[src/rtl/scan_pos_gen_pkg.sv]
// Shared types and constants for the scan position generator.
//   scan_state_t : FSM state encoding (IDLE, SCAN, DONE)
//   scan_mode_t  : walk order (RASTER, SERPENTINE)
//   DIR_*        : next_dir codes presented alongside each position
package scan_pkg;

    typedef enum logic [1:0] {
        IDLE = 2'd0,
        SCAN = 2'd1,
        DONE = 2'd2
    } scan_state_t;

    typedef enum logic {
        RASTER     = 1'b0,
        SERPENTINE = 1'b1
    } scan_mode_t;

    localparam logic [1:0] DIR_XP = 2'b00;  // next move x+
    localparam logic [1:0] DIR_XM = 2'b01;  // next move x-
    localparam logic [1:0] DIR_YR = 2'b10;  // row step after a rightward row
    localparam logic [1:0] DIR_YL = 2'b11;  // row step after a leftward row

endpackage

[src/rtl/scan_pos_gen_if.sv]
// Position stream from the generator to the window-fetch consumer.
//   pos_valid/pos_ready : handshake
//   curr_x/curr_y       : position payload
//   next_dir            : move taken on the next handshake
//   first_pos/last_pos  : scan boundary markers
//
// Handshake: a transfer happens on a rising clk edge where pos_valid and
// pos_ready are both 1. While pos_valid is 1 and no transfer has happened,
// the producer holds the payload stable and does not drop pos_valid (except
// on abort/reset). pos_ready may depend combinationally on nothing from the
// producer other than pos_valid.
interface scan_pos_gen_if #(
    parameter int XW = 10,
    parameter int YW = 9
);
    logic          pos_valid;
    logic          pos_ready;
    logic [XW-1:0] curr_x;
    logic [YW-1:0] curr_y;
    logic [1:0]    next_dir;
    logic          first_pos;
    logic          last_pos;

    modport master (
        output pos_valid, curr_x, curr_y, next_dir, first_pos, last_pos,
        input  pos_ready
    );

    modport slave (
        input  pos_valid, curr_x, curr_y, next_dir, first_pos, last_pos,
        output pos_ready
    );
endinterface

[src/rtl/scan_pos_gen_axis_step.sv]
// One coordinate axis of the scan walker.
//   lo, hi    : inclusive bounds of the axis
//   step      : stride, >= 1
//   dir       : 0 = counting up, 1 = counting down
//   load      : value <= lo
//   advance   : value moves one stride in dir (ignored when load is set)
//   value     : current coordinate
//   at_limit  : one more stride in dir would leave [lo, hi]
module scan_axis_step #(
    parameter int W  = 10,
    parameter int SW = 3
) (
    input  logic          clk,
    input  logic          n_rst,
    input  logic [W-1:0]  lo,
    input  logic [W-1:0]  hi,
    input  logic [SW-1:0] step,
    input  logic          dir,
    input  logic          load,
    input  logic          advance,
    output logic [W-1:0]  value,
    output logic          at_limit
);
    logic [W:0] step_ext;
    logic [W:0] val_ext;

    // Limit compares run one bit wider than the axis so value+step near the
    // top of the range cannot wrap and falsely look in-bounds.
    always_comb begin
        step_ext = (W+1)'(step);
        val_ext  = {1'b0, value};
        if (dir) at_limit = val_ext < ({1'b0, lo} + step_ext);
        else     at_limit = (val_ext + step_ext) > {1'b0, hi};
    end

    always_ff @(posedge clk or negedge n_rst) begin
        if (!n_rst) begin
            value <= '0;
        end else if (load) begin
            value <= lo;
        end else if (advance) begin
            // Only advanced when !at_limit, so the down step never underflows.
            if (dir) value <= value - W'(step);
            else     value <= value + W'(step);
        end
    end
endmodule

[src/rtl/scan_pos_gen.sv]
// ROI scan position generator: walks [x_start..x_end] x [y_start..y_end]
// with programmable strides in raster or serpentine order and offers each
// position on the pos interface.
//   clk, n_rst          : clock, async active-low reset
//   start, abort        : begin scan (IDLE only) / cancel scan (SCAN only)
//   mode, x_*, y_*      : scan configuration, latched on accepted start
//   pos                 : position stream (master side)
//   busy, done, cfg_err : status; done and cfg_err are one-cycle pulses
//   state_dbg           : FSM state for observation
module scan_pos_gen
    import scan_pkg::*;
#(
    parameter int X_MAX  = 640,
    parameter int Y_MAX  = 480,
    parameter int STEP_W = 3,
    localparam int XW = $clog2(X_MAX),
    localparam int YW = $clog2(Y_MAX)
) (
    input  logic              clk,
    input  logic              n_rst,
    input  logic              start,
    input  logic              abort,
    input  logic              mode,
    input  logic [XW-1:0]     x_start,
    input  logic [XW-1:0]     x_end,
    input  logic [YW-1:0]     y_start,
    input  logic [YW-1:0]     y_end,
    input  logic [STEP_W-1:0] x_step,
    input  logic [STEP_W-1:0] y_step,
    scan_pos_gen_if.master    pos,
    output logic              busy,
    output logic              done,
    output logic              cfg_err,
    output logic [1:0]        state_dbg
);
    localparam logic [XW:0] X_LIM = (XW+1)'(X_MAX);
    localparam logic [YW:0] Y_LIM = (YW+1)'(Y_MAX);

    scan_state_t       state;
    scan_mode_t        cfg_mode;
    logic [XW-1:0]     cfg_xs, cfg_xe;
    logic [YW-1:0]     cfg_ys, cfg_ye;
    logic [STEP_W-1:0] cfg_xst, cfg_yst;
    logic              dir_left, first_q, cfg_err_q;

    logic              in_idle, in_scan, cfg_bad, start_ok, hs;
    logic              x_row_end, y_final, last;
    logic [XW-1:0]     x_lo, x_hi, x_val;
    logic [YW-1:0]     y_lo, y_hi, y_val;
    logic [STEP_W-1:0] x_st, y_st;
    logic              x_load, x_adv, y_load, y_adv;

    assign in_idle = (state == IDLE);
    assign in_scan = (state == SCAN);

    assign cfg_bad = (x_start > x_end) || (y_start > y_end)
                  || ({1'b0, x_end} >= X_LIM) || ({1'b0, y_end} >= Y_LIM)
                  || (x_step == '0) || (y_step == '0);

    assign start_ok = in_idle && start && !cfg_bad;
    // abort takes priority: a cancelled cycle never counts as a transfer.
    assign hs       = in_scan && pos.pos_ready && !abort;
    assign last     = x_row_end && y_final;

    // In IDLE the axes load straight from the inputs on the accepting edge;
    // afterwards they work from the latched copy.
    assign x_lo = in_idle ? x_start : cfg_xs;
    assign x_hi = in_idle ? x_end   : cfg_xe;
    assign x_st = in_idle ? x_step  : cfg_xst;
    assign y_lo = in_idle ? y_start : cfg_ys;
    assign y_hi = in_idle ? y_end   : cfg_ye;
    assign y_st = in_idle ? y_step  : cfg_yst;

    // Raster rewinds x at each row end; serpentine leaves x where it is.
    assign x_load = start_ok || (hs && x_row_end && !y_final && cfg_mode == RASTER);
    assign x_adv  = hs && !x_row_end;
    assign y_load = start_ok;
    assign y_adv  = hs && x_row_end && !y_final;

    scan_axis_step #(.W(XW), .SW(STEP_W)) u_x_axis (
        .clk(clk), .n_rst(n_rst), .lo(x_lo), .hi(x_hi), .step(x_st),
        .dir(dir_left), .load(x_load), .advance(x_adv),
        .value(x_val), .at_limit(x_row_end)
    );

    scan_axis_step #(.W(YW), .SW(STEP_W)) u_y_axis (
        .clk(clk), .n_rst(n_rst), .lo(y_lo), .hi(y_hi), .step(y_st),
        .dir(1'b0), .load(y_load), .advance(y_adv),
        .value(y_val), .at_limit(y_final)
    );

    always_ff @(posedge clk or negedge n_rst) begin
        if (!n_rst) begin
            state     <= IDLE;
            cfg_mode  <= RASTER;
            cfg_xs    <= '0;
            cfg_xe    <= '0;
            cfg_ys    <= '0;
            cfg_ye    <= '0;
            cfg_xst   <= '0;
            cfg_yst   <= '0;
            dir_left  <= 1'b0;
            first_q   <= 1'b0;
            cfg_err_q <= 1'b0;
        end else begin
            cfg_err_q <= 1'b0;
            case (state)
                IDLE: begin
                    if (start) begin
                        if (cfg_bad) begin
                            cfg_err_q <= 1'b1;
                        end else begin
                            state    <= SCAN;
                            cfg_mode <= scan_mode_t'(mode);
                            cfg_xs   <= x_start;
                            cfg_xe   <= x_end;
                            cfg_ys   <= y_start;
                            cfg_ye   <= y_end;
                            cfg_xst  <= x_step;
                            cfg_yst  <= y_step;
                            dir_left <= 1'b0;
                            first_q  <= 1'b1;
                        end
                    end
                end
                SCAN: begin
                    if (abort) begin
                        state <= IDLE;
                    end else if (hs) begin
                        first_q <= 1'b0;
                        if (last)
                            state <= DONE;
                        else if (x_row_end && cfg_mode == SERPENTINE)
                            dir_left <= !dir_left;
                    end
                end
                DONE:    state <= IDLE;
                default: state <= IDLE;
            endcase
        end
    end

    always_comb begin
        pos.next_dir = DIR_XP;
        if (in_scan && !last) begin
            if (x_row_end) pos.next_dir = dir_left ? DIR_YL : DIR_YR;
            else           pos.next_dir = dir_left ? DIR_XM : DIR_XP;
        end
    end

    assign pos.pos_valid = in_scan;
    assign pos.curr_x    = x_val;
    assign pos.curr_y    = y_val;
    assign pos.first_pos = in_scan && first_q;
    assign pos.last_pos  = in_scan && last;
    assign busy          = in_scan;
    assign done          = (state == DONE);
    assign cfg_err       = cfg_err_q;
    assign state_dbg     = state;
endmodule

[src/flat_wrapper.sv]
// flat-port wrapper written by rule: the top's interface ports become plain ports
module scan_pos_gen_flat import scan_pkg::*;
#(
    parameter int X_MAX  = 640,
    parameter int Y_MAX  = 480,
    parameter int STEP_W = 3,
    localparam int XW = $clog2(X_MAX),
    localparam int YW = $clog2(Y_MAX)
)
  (clk, n_rst, start, abort, mode, x_start, x_end, y_start, y_end, x_step, y_step, busy, done, cfg_err, state_dbg, pos_pos_valid, pos_curr_x, pos_curr_y, pos_next_dir, pos_first_pos, pos_last_pos, pos_pos_ready);
  scan_pos_gen_if pos_i ();
  input  logic clk;
  input  logic n_rst;
  input  logic start;
  input  logic abort;
  input  logic mode;
  input  logic [XW-1:0] x_start;
  input  logic [XW-1:0] x_end;
  input  logic [YW-1:0] y_start;
  input  logic [YW-1:0] y_end;
  input  logic [STEP_W-1:0] x_step;
  input  logic [STEP_W-1:0] y_step;
  output logic busy;
  output logic done;
  output logic cfg_err;
  output logic [1:0] state_dbg;
  output wire logic [$bits(pos_i.pos_valid)-1:0] pos_pos_valid;
  output wire logic [$bits(pos_i.curr_x)-1:0] pos_curr_x;
  output wire logic [$bits(pos_i.curr_y)-1:0] pos_curr_y;
  output wire logic [$bits(pos_i.next_dir)-1:0] pos_next_dir;
  output wire logic [$bits(pos_i.first_pos)-1:0] pos_first_pos;
  output wire logic [$bits(pos_i.last_pos)-1:0] pos_last_pos;
  input wire logic [$bits(pos_i.pos_ready)-1:0] pos_pos_ready;
  assign pos_pos_valid = pos_i.pos_valid;
  assign pos_curr_x = pos_i.curr_x;
  assign pos_curr_y = pos_i.curr_y;
  assign pos_next_dir = pos_i.next_dir;
  assign pos_first_pos = pos_i.first_pos;
  assign pos_last_pos = pos_i.last_pos;
  assign pos_i.pos_ready = pos_pos_ready;
  scan_pos_gen #(.X_MAX(X_MAX), .Y_MAX(Y_MAX), .STEP_W(STEP_W)) u_core (.clk(clk), .n_rst(n_rst), .start(start), .abort(abort), .mode(mode), .x_start(x_start), .x_end(x_end), .y_start(y_start), .y_end(y_end), .x_step(x_step), .y_step(y_step), .pos(pos_i), .busy(busy), .done(done), .cfg_err(cfg_err), .state_dbg(state_dbg));
endmodule
[config.mk]
export PLATFORM = sky130hd
export DESIGN_NAME = scan_pos_gen_flat
export DESIGN_NICKNAME = d
export VERILOG_FILES = /design/src/rtl/scan_pos_gen_pkg.sv /design/src/rtl/scan_pos_gen_if.sv /design/src/rtl/scan_pos_gen_axis_step.sv /design/src/rtl/scan_pos_gen.sv /design/src/flat_wrapper.sv
export SDC_FILE = /design/constraint.sdc
export NUM_CORES = 1
export LEC_CHECK = 0
export BUFFER_PORTS_ARGS = -buffer_cell sky130_fd_sc_hd__clkbuf_2
export CORE_ASPECT_RATIO = 0.7
export CORE_UTILIZATION = 40
export CTS_CLUSTER_DIAMETER = 150
export DETAILED_ROUTE_END_ITERATION = 8
export GPL_TIMING_DRIVEN = 0
export PLACE_DENSITY = 0.59
export SYNTH_ARGS = -nofsm -noshare
export SYNTH_HDL_FRONTEND = slang
export SYNTH_SLANG_ARGS = --single-unit
export TNS_END_PERCENT = 1
[constraint.sdc]
create_clock -name clk -period 9.7 [get_ports clk]
set_input_delay 1.455 -clock clk [delete_from_list [all_inputs] [get_ports clk]]
set_output_delay 1.455 -clock clk [all_outputs]
set_load 0.01 [all_outputs]
==> results of run 1 <==
[synth_stat cells, types with 2 or more instances]
cell type,count
a31oi_1,8
and3_1,8
o21a_1,5
or3_1,5
a2111oi_0,5
nand3_1,17
buf_1,2
nand3b_1,3
mux2i_1,38
a311oi_1,2
a311o_1,2
a211oi_1,3
ha_1,66
fa_1,3
inv_1,41
a21o_1,11
o211ai_1,6
o2111a_1,2
and2_1,3
xor2_1,14
nand2_1,45
nor2b_1,7
xnor2_1,21
nand2b_1,5
mux2_2,30
a21oi_1,28
nor2_1,25
nor4_1,3
nor3_1,8
o21ai_0,32
or2_2,2
a211o_1,2
dfrtp_1,60
a2111o_1,2
buf_2,3
o2111ai_1,5
nand4_1,9
clkbuf_1,15
buf_4,2
[layout make-up]
class                           instances  area (sq um)  share of cell area, %
Clock buffer                           10         239.0                  3.842
Timing Repair Buffer                   78         392.9                  6.317
Buffer                                 23         105.1                  1.690
Inverter                               41         153.9                  2.474
Clock inverter                          6         62.56                  1.006
Tap cell                              162         202.7                  3.259
Sequential cell                        60          1501                  24.14
Multi-Input combinational cell        450          3562                  57.27
[power by group]
| group | internal, mW | switching, mW | leakage, nW | total [mW] |
|---|---|---|---|---|
| registers | 0.358 | 0.123 | 0.723 | 0.480 |
| clock network | 0.206 | 0.125 | 0.153 | 0.331 |
| logic | 0.469 | 0.584 | 2.21 | 1.05 |
[stage by stage]
step / hold slack (ps) / instances / worst slack, ps
final: 485.6 / 830 / 2043
after floorplan: 449.2 / 574 / 3428
after global routing: 501.5 / 830 / 1703
after CTS: 483.0 / 830 / 2075
after detailed placement: 470.1 / 814 / 2450
after global placement: 461.8 / 814 / 2483
[tightest hold or removal path, stage by stage (launching register included)]
cell and delay (ps):
dfrtp_1 340, nand2_1 50, o21ai_0 60
[logic make-up after synthesis]
kind of cell,after synthesis,synth area share [%]
simple gates,147,14.01
buf+inv,64,4.867
compound gates,129,16.60
flops,60,28.22
fa+ha+maj,70,16.84
xor+xnor,35,5.761
mux,69,13.71
[cell usage in the layout, fill, tap and decap left out, types with 11 or more instances in the layout]
master	netlist	routed
a21o_1	11	11
mux2i_1	38	38
a21oi_1	28	28
clkbuf_1	15	15
nand3_1	17	17
mux2_2	30	30
clkbuf_2	0	77
ha_1	66	66
dfrtp_1	60	60
inv_1	41	41
xnor2_1	21	21
xor2_1	14	14
nand2_1	45	45
o21ai_0	32	32
nor2_1	25	25
[metal layers]
layer	up-vias	share of wire (%)	global-route usage, %
li1	2285	-	-
met1	2360	54	37.84
met2	140	39	32.23
met3	14	5.8	4.859
met4	0	1.1	5.664
met5	-	0	0
[sequential cells by signal, indices dropped and copies added (netlist names), 2 cells and up]
register and flops:
u_core.cfg_xe 10, u_core.cfg_xs 10, u_core.cfg_xst 3, u_core.cfg_ye 9, u_core.cfg_yst 3, u_core.state_dbg 2
u_core.u_x_axis.value 10, u_core.u_y_axis.value 9
[final timing paths]
kind	cells past startpoint	slack (ps)	endpoint	from
worst max-delay path	21	2040	pos_next_dir[0]	u_core.state_dbg[0]
worst min-delay path	2	490	u_core.cfg_ye[8]	u_core.cfg_ye[8]
worst max register to register	21	2920	u_core.u_y_axis.value[1]	u_core.state_dbg[0]
worst min register to register	2	490	u_core.cfg_ye[8]	u_core.cfg_ye[8]
max in group asynchronous	1	7860	u_core.u_y_axis.value[4]	n_rst
min in group asynchronous	1	1250	u_core.cfg_xe[2]	n_rst
==> metrics.txt, run 1 <==
Post-DRT Antenna Nets 0; CP max stage cell clkbuf_1; Post-synth ARST share 100.0%; status complete, no violations; minimum clock period 7657 ps; final setup fails 0; final hold vios 0; fin nets 782; clk_lat worst skew 340 ps; yosys warns 0; Via density 5.782; sum of negative setup slack 0 ps; max_slew headroom 23.51%; Setup Crit Path Kind reg -> out; crit end category primary output; largest cells by area after synthesis dfrtp_1 (28%), ha_1 (16%), mux2i_1 (7.1%), mux2_2 (6.3%), xnor2_1 (3.5%); row count 34; Post-synth top flop dfrtp_1; sequential area share after synthesis 28.22%; Final Power 1.864 mW; Die X 139.9 microns; number of buffers created by CTS 9; Cells after Synth 574; Max Cap Viol 0; post-layout util 49.06%; post-CTS setup buffer count 0; drt first pass iters 5; layout cells sized above 1 20.51%; dpl hpwl 12640 microns; Initial Util 41.98%; Via Count 4799; initial antenna violation count 0; Clock Sinks 60; TritonCTS clock tree built; die height 98.50 microns; Crit path required time 8250 ps; Seq cells post-synth 60; DRC 0; RSZ-0062 raised after global routing no; ant diodes 0; Yosys top cell area share 28.22%; crit path cell chain or2_1 -> buf_6 -> clkbuf_1 -> clkbuf_1 -> mux2_2 -> ha_1 -> fa_1 -> a21oi_1 -> nor2b_1 -> and3_1 -> and3_1 -> xor2_1 -> ha_1 -> a22o_1 -> nor4_1 -> o211ai_1 -> a21o_1 -> clkbuf_1 -> nand2_1 -> and3_1 -> clkbuf_2; PwrDens 299.7 nW/um^2; max-slew violation count 0; Initial DRC Count 302; Worst path max stage delay 710 ps; Fill cells 1202; Crit path max-delay family buffers and inverters; Syn Std Cell Area 5321 sq um; synthesized net count 693; Yosys cell types 65; Max Clk Rate 130.6 MHz; wire per inst 18.99 microns; Root Buffer clkbuf_16; gr usage total 23.87%; Core Box Area 12680 sq um; area leader, netlist dfrtp_1; Synth Area per Inst 9.271 sq um; CTS H-tree lvls 3; CP arrival 6200 ps; GPL Wtd Cong 0.9114; input/output buffers 78; Clock transition at path regs 60 ps; first-pass GRT wire length 24830 microns; Worst Path Max Fanout 10; slew at the pin closest to its max-slew limit 1144 ps; Resized cells post-CTS 0; Remaining Overflow, GRT 0; I/O Pins 79; vias in the first global route 4581; WL final 15760 microns; largest net degree at the start of global routing 61; synthesis-to-finish area growth 16.88%; Min-Delay Path Class reg -> reg; die area 13780 sq um; Final Cell Area 6220 sq um; CP Launch Type register; CP bufs+invs 5; period utilization 78.94%; largest vdd supply drop 0.1133 mV; number of enable flip-flop cells after synthesis 0; # hold bufs at CTS 0; clock skew 6.099 ps; DP Area 5918 sq um; Leak 3.086 nW; Max clock buf depth 2
(Power assumes the default switching activity.)
==> inputs of run 2 (changes only) <==
--- a/config.mk
+++ b/config.mk
@@ -11,7 +11,7 @@
 export CTS_CLUSTER_DIAMETER = 150
 export DETAILED_ROUTE_END_ITERATION = 8
 export GPL_TIMING_DRIVEN = 0
-export PLACE_DENSITY = 0.59
+export PLACE_DENSITY = 0.62
 export SYNTH_ARGS = -nofsm -noshare
 export SYNTH_HDL_FRONTEND = slang
 export SYNTH_SLANG_ARGS = --single-unit
==> constraint.sdc (replaced) <==
create_clock -name clk -period 6.8 [get_ports clk]
set_input_delay 1.02 -clock clk [delete_from_list [all_inputs] [get_ports clk]]
set_output_delay 1.02 -clock clk [all_outputs]
set_load 0.01 [all_outputs]
==> run 2 against run 1 <==
Effect of this change:
- sequential cell count stayed put
- final cell count down 0.12%
- clock power increased by 53%
- core utilization rose by 0.18 points
- clock-buffer cell count is the same
- first-iteration DRC count is 13% higher
- critical path type unchanged
- highest routed layer unchanged
==> metrics.txt, run 2 (synthesis gave the netlist of run 1 again) <==
status complete, no violations; row count 34 (unchanged); final std cells w/o fill 829 (-0.12%); die area 13780 sq um (unchanged); vias in the first global route 4579 (-0.044%); Via density 5.726 (-0.96%); number of buffers created by CTS 9 (unchanged); CP Launch Type register; input/output buffers 78 (unchanged); slack of the critical path 393.5 ps (-1650 ps); WL final 15640 microns (-0.76%); most common cell after layout, fill and taps aside clkbuf_2; Place WS 11.98 ps (-2438 ps); r2r worst-path depth 20 (-4.8%); CP arrival 5390 ps (-810 ps); PwrDens 431.0 nW/um^2 (+44%); post-CTS setup buffer count 0 (unchanged); final hold vios 0 (unchanged); fin nets 781 (-0.13%); Max clock buf depth 2 (unchanged); Core Box Area 12680 sq um (unchanged); worst r2r src u_core.state_dbg[0]; I/O Pins 79 (unchanged); max_slew headroom 23.36% (-0.16 points); layout cells sized above 1 20.69% (+0.18 points); GPL Wtd Cong 0.8722 (-4.3%); sum of negative setup slack 0 ps (unchanged); Worst Hold Launch u_core.cfg_xe[1]; gr usage total 23.81% (-0.058 points); Worst Hold Depth 2 (unchanged); Remaining Overflow, GRT 0 (unchanged); period utilization 94.21%; Min-Delay Path Class reg -> reg; placed cell count 814 (unchanged); drt first pass iters 5 (unchanged); minimum clock period 6406 ps; Crit path required time 5780 ps (-2470 ps); Fill cells 1242 (+3.3%); Post-DRT Antenna Nets 0 (unchanged); Initial Util 41.98% (unchanged); max-slew violation count 0 (unchanged); ant diodes 0 (unchanged); dpl hpwl 12670 microns (+0.27%); worst r2r dst u_core.u_y_axis.value[1]; first-pass GRT wire length 24940 microns (+0.47%); final setup fails 0 (unchanged); Max Cap Viol 0 (unchanged); Clock transition at path regs 60 ps (about the same); synthesis-to-finish area growth 17.31%; crit end category primary output; die height 98.50 microns (unchanged); wire per inst 18.87 microns (-0.64%); Root Buffer clkbuf_16; Worst Path Max Fanout 19 (+9); post-layout util 49.24% (+0.18 points); largest vdd supply drop 0.1776 mV (+57%); clk_lat worst skew 340 ps (about the same); Max Clk Rate 156.1 MHz; Final Power 2.690 mW (+44%); most frequent cells in the layout clkbuf_2 (78), ha_1 (66), dfrtp_1 (60); initial antenna violation count 0 (unchanged); DRC 0 (unchanged); Leak 3.098 nW (+0.39%); largest registers u_core.cfg_xe x10, u_core.cfg_xs x10, u_core.u_x_axis.value x10; worst hold path endpoint u_core.cfg_xe[1]; Worst R2R Setup Slack 890 ps (-2030 ps); CTS H-tree lvls 3 (unchanged); Initial DRC Count 340 (+13%); TritonCTS clock tree built; Die X 139.9 microns (unchanged); Via Count 4747 (-1.1%); clock skew 9.947 ps (+3.848 ps); largest net degree at the start of global routing 61 (unchanged); Setup Crit Path Kind reg -> out; slew at the pin closest to its max-slew limit 1147 ps (+2.322 ps); RSZ-0062 raised after global routing no; Clock Sinks 60 (unchanged)
run 2: area by class of cell:
type	count	area (sq um)	area share, %
Buffer	22	102.6	1.644
Sequential cell	60	1501	24.05
Multi-Input combinational cell	450	3562	57.07
Tap cell	162	202.7	3.247
Inverter	41	153.9	2.465
Timing Repair Buffer	78	392.9	6.294
Clock inverter	6	87.58	1.403
Clock buffer	10	239.0	3.828
run 2: worst max-delay path by stage:
stage	start	end	slack (ps)	cells after the start
after detailed placement	u_core.state_dbg[0]	pos_next_dir[1]	10	20
after floorplan	u_core.state_dbg[0]	pos_next_dir[1]	960	19
after global routing	u_core.state_dbg[0]	pos_next_dir[1]	190	19
after CTS	u_core.state_dbg[0]	pos_next_dir[1]	420	19
final	u_core.state_dbg[0]	pos_next_dir[1]	390	19
after global placement	u_core.state_dbg[0]	u_core.u_y_axis.value[1]	-140	21
run 2: through the flow:
step,instance area [sq um],hold slack (ps)
after global placement,5914,462.2
after floorplan,5321,449.2
after detailed placement,5918,469.7
after CTS,6242,482.3
after global routing,6242,511.2
final,6242,477.8
run 2: routing by layer:
layer / GRT usage (%) / vias to the layer above / wire length, microns
li1: - / 2281 / -
met1: 37.24 / 2304 / 8198
met2: 33.04 / 150 / 6196
met3: 5.199 / 12 / 1125
met4: 4.480 / 0 / 123
met5: 0 / - / 0
run 2: timing repair:
item,4_1_cts,5_1_grt
hold buffers,0,0
gates resized for setup,1,0
setup endpoints to repair,3,0
run 2: critical path, stage by stage (launching register included):
cell	delay, ps
dfrtp_1	590
or2_1	180
buf_6	220
clkbuf_2	370
mux2_2	390
ha_1	210
fa_1	410
a21oi_1	170
nor2b_1	100
and3_1	230
and3_1	230
xor2_1	160
ha_1	330
a22o_1	200
nor4_1	170
o211ai_1	150
a21o_1	200
clkbuf_1	220
nor3_1	320
clkbuf_2	200
run 2: where the power goes:
part | internal, mW | total [mW] | switching [mW] | leakage, nW
clock network | 0.331 | 0.505 | 0.175 | 0.162
logic | 0.669 | 1.50 | 0.832 | 2.21
registers | 0.510 | 0.684 | 0.174 | 0.723
==> inputs of run 3 (changes only) <==
--- a/config.mk
+++ b/config.mk
@@ -11,8 +11,9 @@
 export CTS_CLUSTER_DIAMETER = 150
 export DETAILED_ROUTE_END_ITERATION = 8
 export GPL_TIMING_DRIVEN = 0
-export PLACE_DENSITY = 0.62
+export PLACE_DENSITY = 0.61
 export SYNTH_ARGS = -nofsm -noshare
 export SYNTH_HDL_FRONTEND = slang
+export SYNTH_HIERARCHICAL = 1
 export SYNTH_SLANG_ARGS = --single-unit
 export TNS_END_PERCENT = 1
==> run 3 against run 2 <==
Effect of this change:
- non-clock buffer count is 2 lower
- register-to-register slack worse by 230 ps
- sequential share of layout area is 1.3 points lower
- global-route usage is 1.8 points lower
- clock power is 3% higher
- clock skew is 4.5 ps lower
- via count is 13% higher
- synthesized area is 23% higher
- combinational power is 15% higher
- critical path depth is 1 lower
==> metrics.txt, run 3 <==
yosys warns 6 (+6); Synth Area per Inst 9.543 sq um (+2.9%); P_int 1.746 mW (+16%); largest vdd supply drop 0.1437 mV (-19%); final setup fails 0 (unchanged); die height 109.1 microns (+11%); Post-synth ARST share 100.0% (unchanged); die area 16920 sq um (+23%); clock skew 5.465 ps (-4.482 ps); Crit path required time 5780 ps (about the same); Via density 5.350 (-6.6%); synthesized net count 831 (+20%); Worst Path Max Fanout 10 (-9); Initial DRC Count 307 (-9.7%); initial antenna violation count 0 (unchanged); row count 38 (+12%); Remaining Overflow, GRT 0 (unchanged); DRC 0 (unchanged); minimum clock period 6355 ps (-51.73 ps); Post-synth top cells ha_1 (88), mux2_2 (86), dfrtp_1 (69), inv_1 (69), nand2_1 (41); Die X 155.0 microns (+11%); Root Buffer clkbuf_16; period utilization 93.45% (-0.76 points); Post-DRT Antenna Nets 0 (unchanged); layout cells sized above 1 28.26% (+7.6 points); sequential share of power 25.7% (+0.3 points); Yosys top cell area share 26.34% (-1.9 points); Yosys cell types 64 (-1.5%); input/output buffers 78 (unchanged); sum of negative setup slack 0 ps (unchanged); final hold vios 0 (unchanged); largest net degree at the start of global routing 53 (-13%); dpl hpwl 14050 microns (+11%); Seq cells post-synth 69 (+15%); Initial Util 41.66% (-0.32 points); wire per inst 17.27 microns (-8.5%); drt first pass iters 4 (-1); CTS H-tree lvls 3 (unchanged); first-pass GRT wire length 28130 microns (+13%); ant diodes 0 (unchanged); largest cells by area after synthesis dfrtp_1 (26%), ha_1 (17%), mux2_2 (15%), inv_1 (4.0%), xnor2_1 (2.8%); gr usage total 21.97% (-1.8 points); Final Power 3.022 mW (+12%); Min-Delay Path Class reg -> reg; Syn Std Cell Area 6556 sq um (+23%); most frequent cells in the layout ha_1 (88), mux2_2 (86), clkbuf_2 (81); fin nets 921 (+18%); GPL Wtd Cong 0.8633 (-1.0%); synthesis-to-finish area growth 15.73%; sequential area share after synthesis 26.34% (-1.9 points); DP Area 7252 sq um (+23%); Post-synth top flop dfrtp_1; most frequent cell after synthesis ha_1; Comb power frac 57.2% (+1.4 points); clk_lat worst skew 340 ps (about the same); crit end category primary output; Via Count 5361 (+13%); TritonCTS clock tree built; Clock Sinks 69 (+15%); slew at the pin closest to its max-slew limit 656.5 ps (-490.3 ps); CP arrival 5330 ps (-60 ps); WL final 17300 microns (+11%); Max Cap Viol 0 (unchanged); Max clock buf depth 2 (unchanged); number of enable flip-flop cells after synthesis 0 (unchanged); Final Cell Area 7587 sq um (+22%); sw power 1.276 mW (+8.1%); Clock transition at path regs 60 ps (about the same); max_slew headroom 55.77% (+32 points); PwrDens 398.3 nW/um^2 (-7.6%); most common cell after layout, fill and taps aside ha_1; Sw Ratio 42.22% (-1.6 points); max-slew violation count 0 (unchanged); clock power share 17.2% (-1.6 points); Leak 3.727 nW (+20%); Cells after Synth 687 (+20%); RSZ-0062 raised after global routing no; number of buffers created by CTS 9 (unchanged); I/O Pins 79 (unchanged); Core Box Area 15740 sq um (+24%); status complete, no violations; vias in the first global route 5199 (+14%); Max Clk Rate 157.4 MHz (+0.81%); CP Launch Type register; Setup Crit Path Kind reg -> out; largest registers u_core/cfg_xe x10, u_core/cfg_xs x10, u_core/u_x_axis/value x10; area leader, netlist dfrtp_1
==> run 3: changes by cell type in the layout (fill, tap and decap cells not counted), moves of 7 or more <==
cell      delta
mux2_2      +56
inv_1       +28
mux2i_1     -26
ha_1        +22
nor2_1      +12
clkbuf_1     -9
dfrtp_1      +9
mux2_4       +7
nand4_1      +7
==> run 3: metrics by stage <==
stage          setup slack [ps]  cells  util (%)  hold WS (ps)
2_1_floorplan              1539    687         -         475.3
3_3_place_gp              154.1    985     45.89         482.9
3_5_place_dp              142.0    986     46.08         490.1
4_1_cts                   109.2   1002     48.15         504.1
5_1_grt                   92.51   1002     48.21         520.9
6_report                  445.2   1002     48.21         503.7
==> run 3: cells by family after synthesis <==
family                   count (synthesis)  share of synthesized area [%]
other                                    1                        0.05720
XOR/XNOR                                37                          4.943
AND/OR/NAND/NOR                        166                          13.15
adder cells (fa/ha/maj)                 94                          18.63
multiplexers                           105                          18.21
flip-flops                              69                          26.34
AO/OA/AOI/OAI                          127                          12.92
buffers and inverters                   88                          5.763
==> run 3: worst paths after layout <==
path                       slack, ps                  endpoint                 from  cells past startpoint
hold / removal                   500          u_core/cfg_ye[1]     u_core/cfg_ye[1]                      1
setup / recovery                 450           pos_next_dir[1]  u_core/state_dbg[0]                     18
min in group asynchronous        570  u_core/u_x_axis/value[1]                n_rst                      1
max in group asynchronous       5660          u_core/cfg_ys[6]                n_rst                      2
hold reg to reg                  500          u_core/cfg_ye[1]     u_core/cfg_ye[1]                      1
setup reg to reg                 660  u_core/u_y_axis/value[8]  u_core/state_dbg[0]                     21
==> run 3: power groups by stage <==
| stage | Combinational [mW] | Sequential (mW) | Clock, mW |
|---|---|---|---|
| 2_1_floorplan | 1.25 | 0.753 | 0 |
| 3_3_place_gp | 1.63 | 0.772 | 0 |
| 3_5_place_dp | 1.69 | 0.780 | 0 |
| 4_1_cts | 1.71 | 0.775 | 0.528 |
| 5_1_grt | 1.95 | 0.808 | 0.547 |
| 6_report | 1.73 | 0.776 | 0.518 |
==> run 3: layer usage <==
layer,part of all wire [%],up-vias,GRT usage [%]
li1,-,2642,-
met1,55,2577,34.13
met2,39,132,30.50
met3,5.2,10,4.253
met4,0.90,0,5.163
met5,0,-,0
==> run 3: timing repair <==
item | in CTS | in global routing
endpoints found under the setup margin | 0 | 14
gates resized for setup | 0 | 9
buffers inserted | 0 | 0
hold buffers | 0 | 0
==> run 3: critical path, cell delays in order, from the launching register on <==
cell      delay [ps]
dfrtp_1          430
nor2_1           180
clkbuf_2         300
clkbuf_1         520
mux2_2           450
ha_1             280
a21o_1           190
a21oi_1          450
nor2_1           120
xor2_1           160
ha_1             300
a21o_1           180
a21oi_1          130
o21ai_0          130
o21ai_0          320
nand4b_1         260
nand2b_1         300
nor2_1           130
clkbuf_2         140
==> run 3: layout make-up <==
class                           instances  area (sq um)
Sequential cell                        69          1727
Multi-Input combinational cell        530          4457
Clock buffer                           10         239.0
Inverter                               69         259.0
Timing Repair Buffer                   79         420.4
Tap cell                              220         275.3
Clock inverter                          6         86.33
Fill cell                            1480          8150
Buffer                                 19         123.9
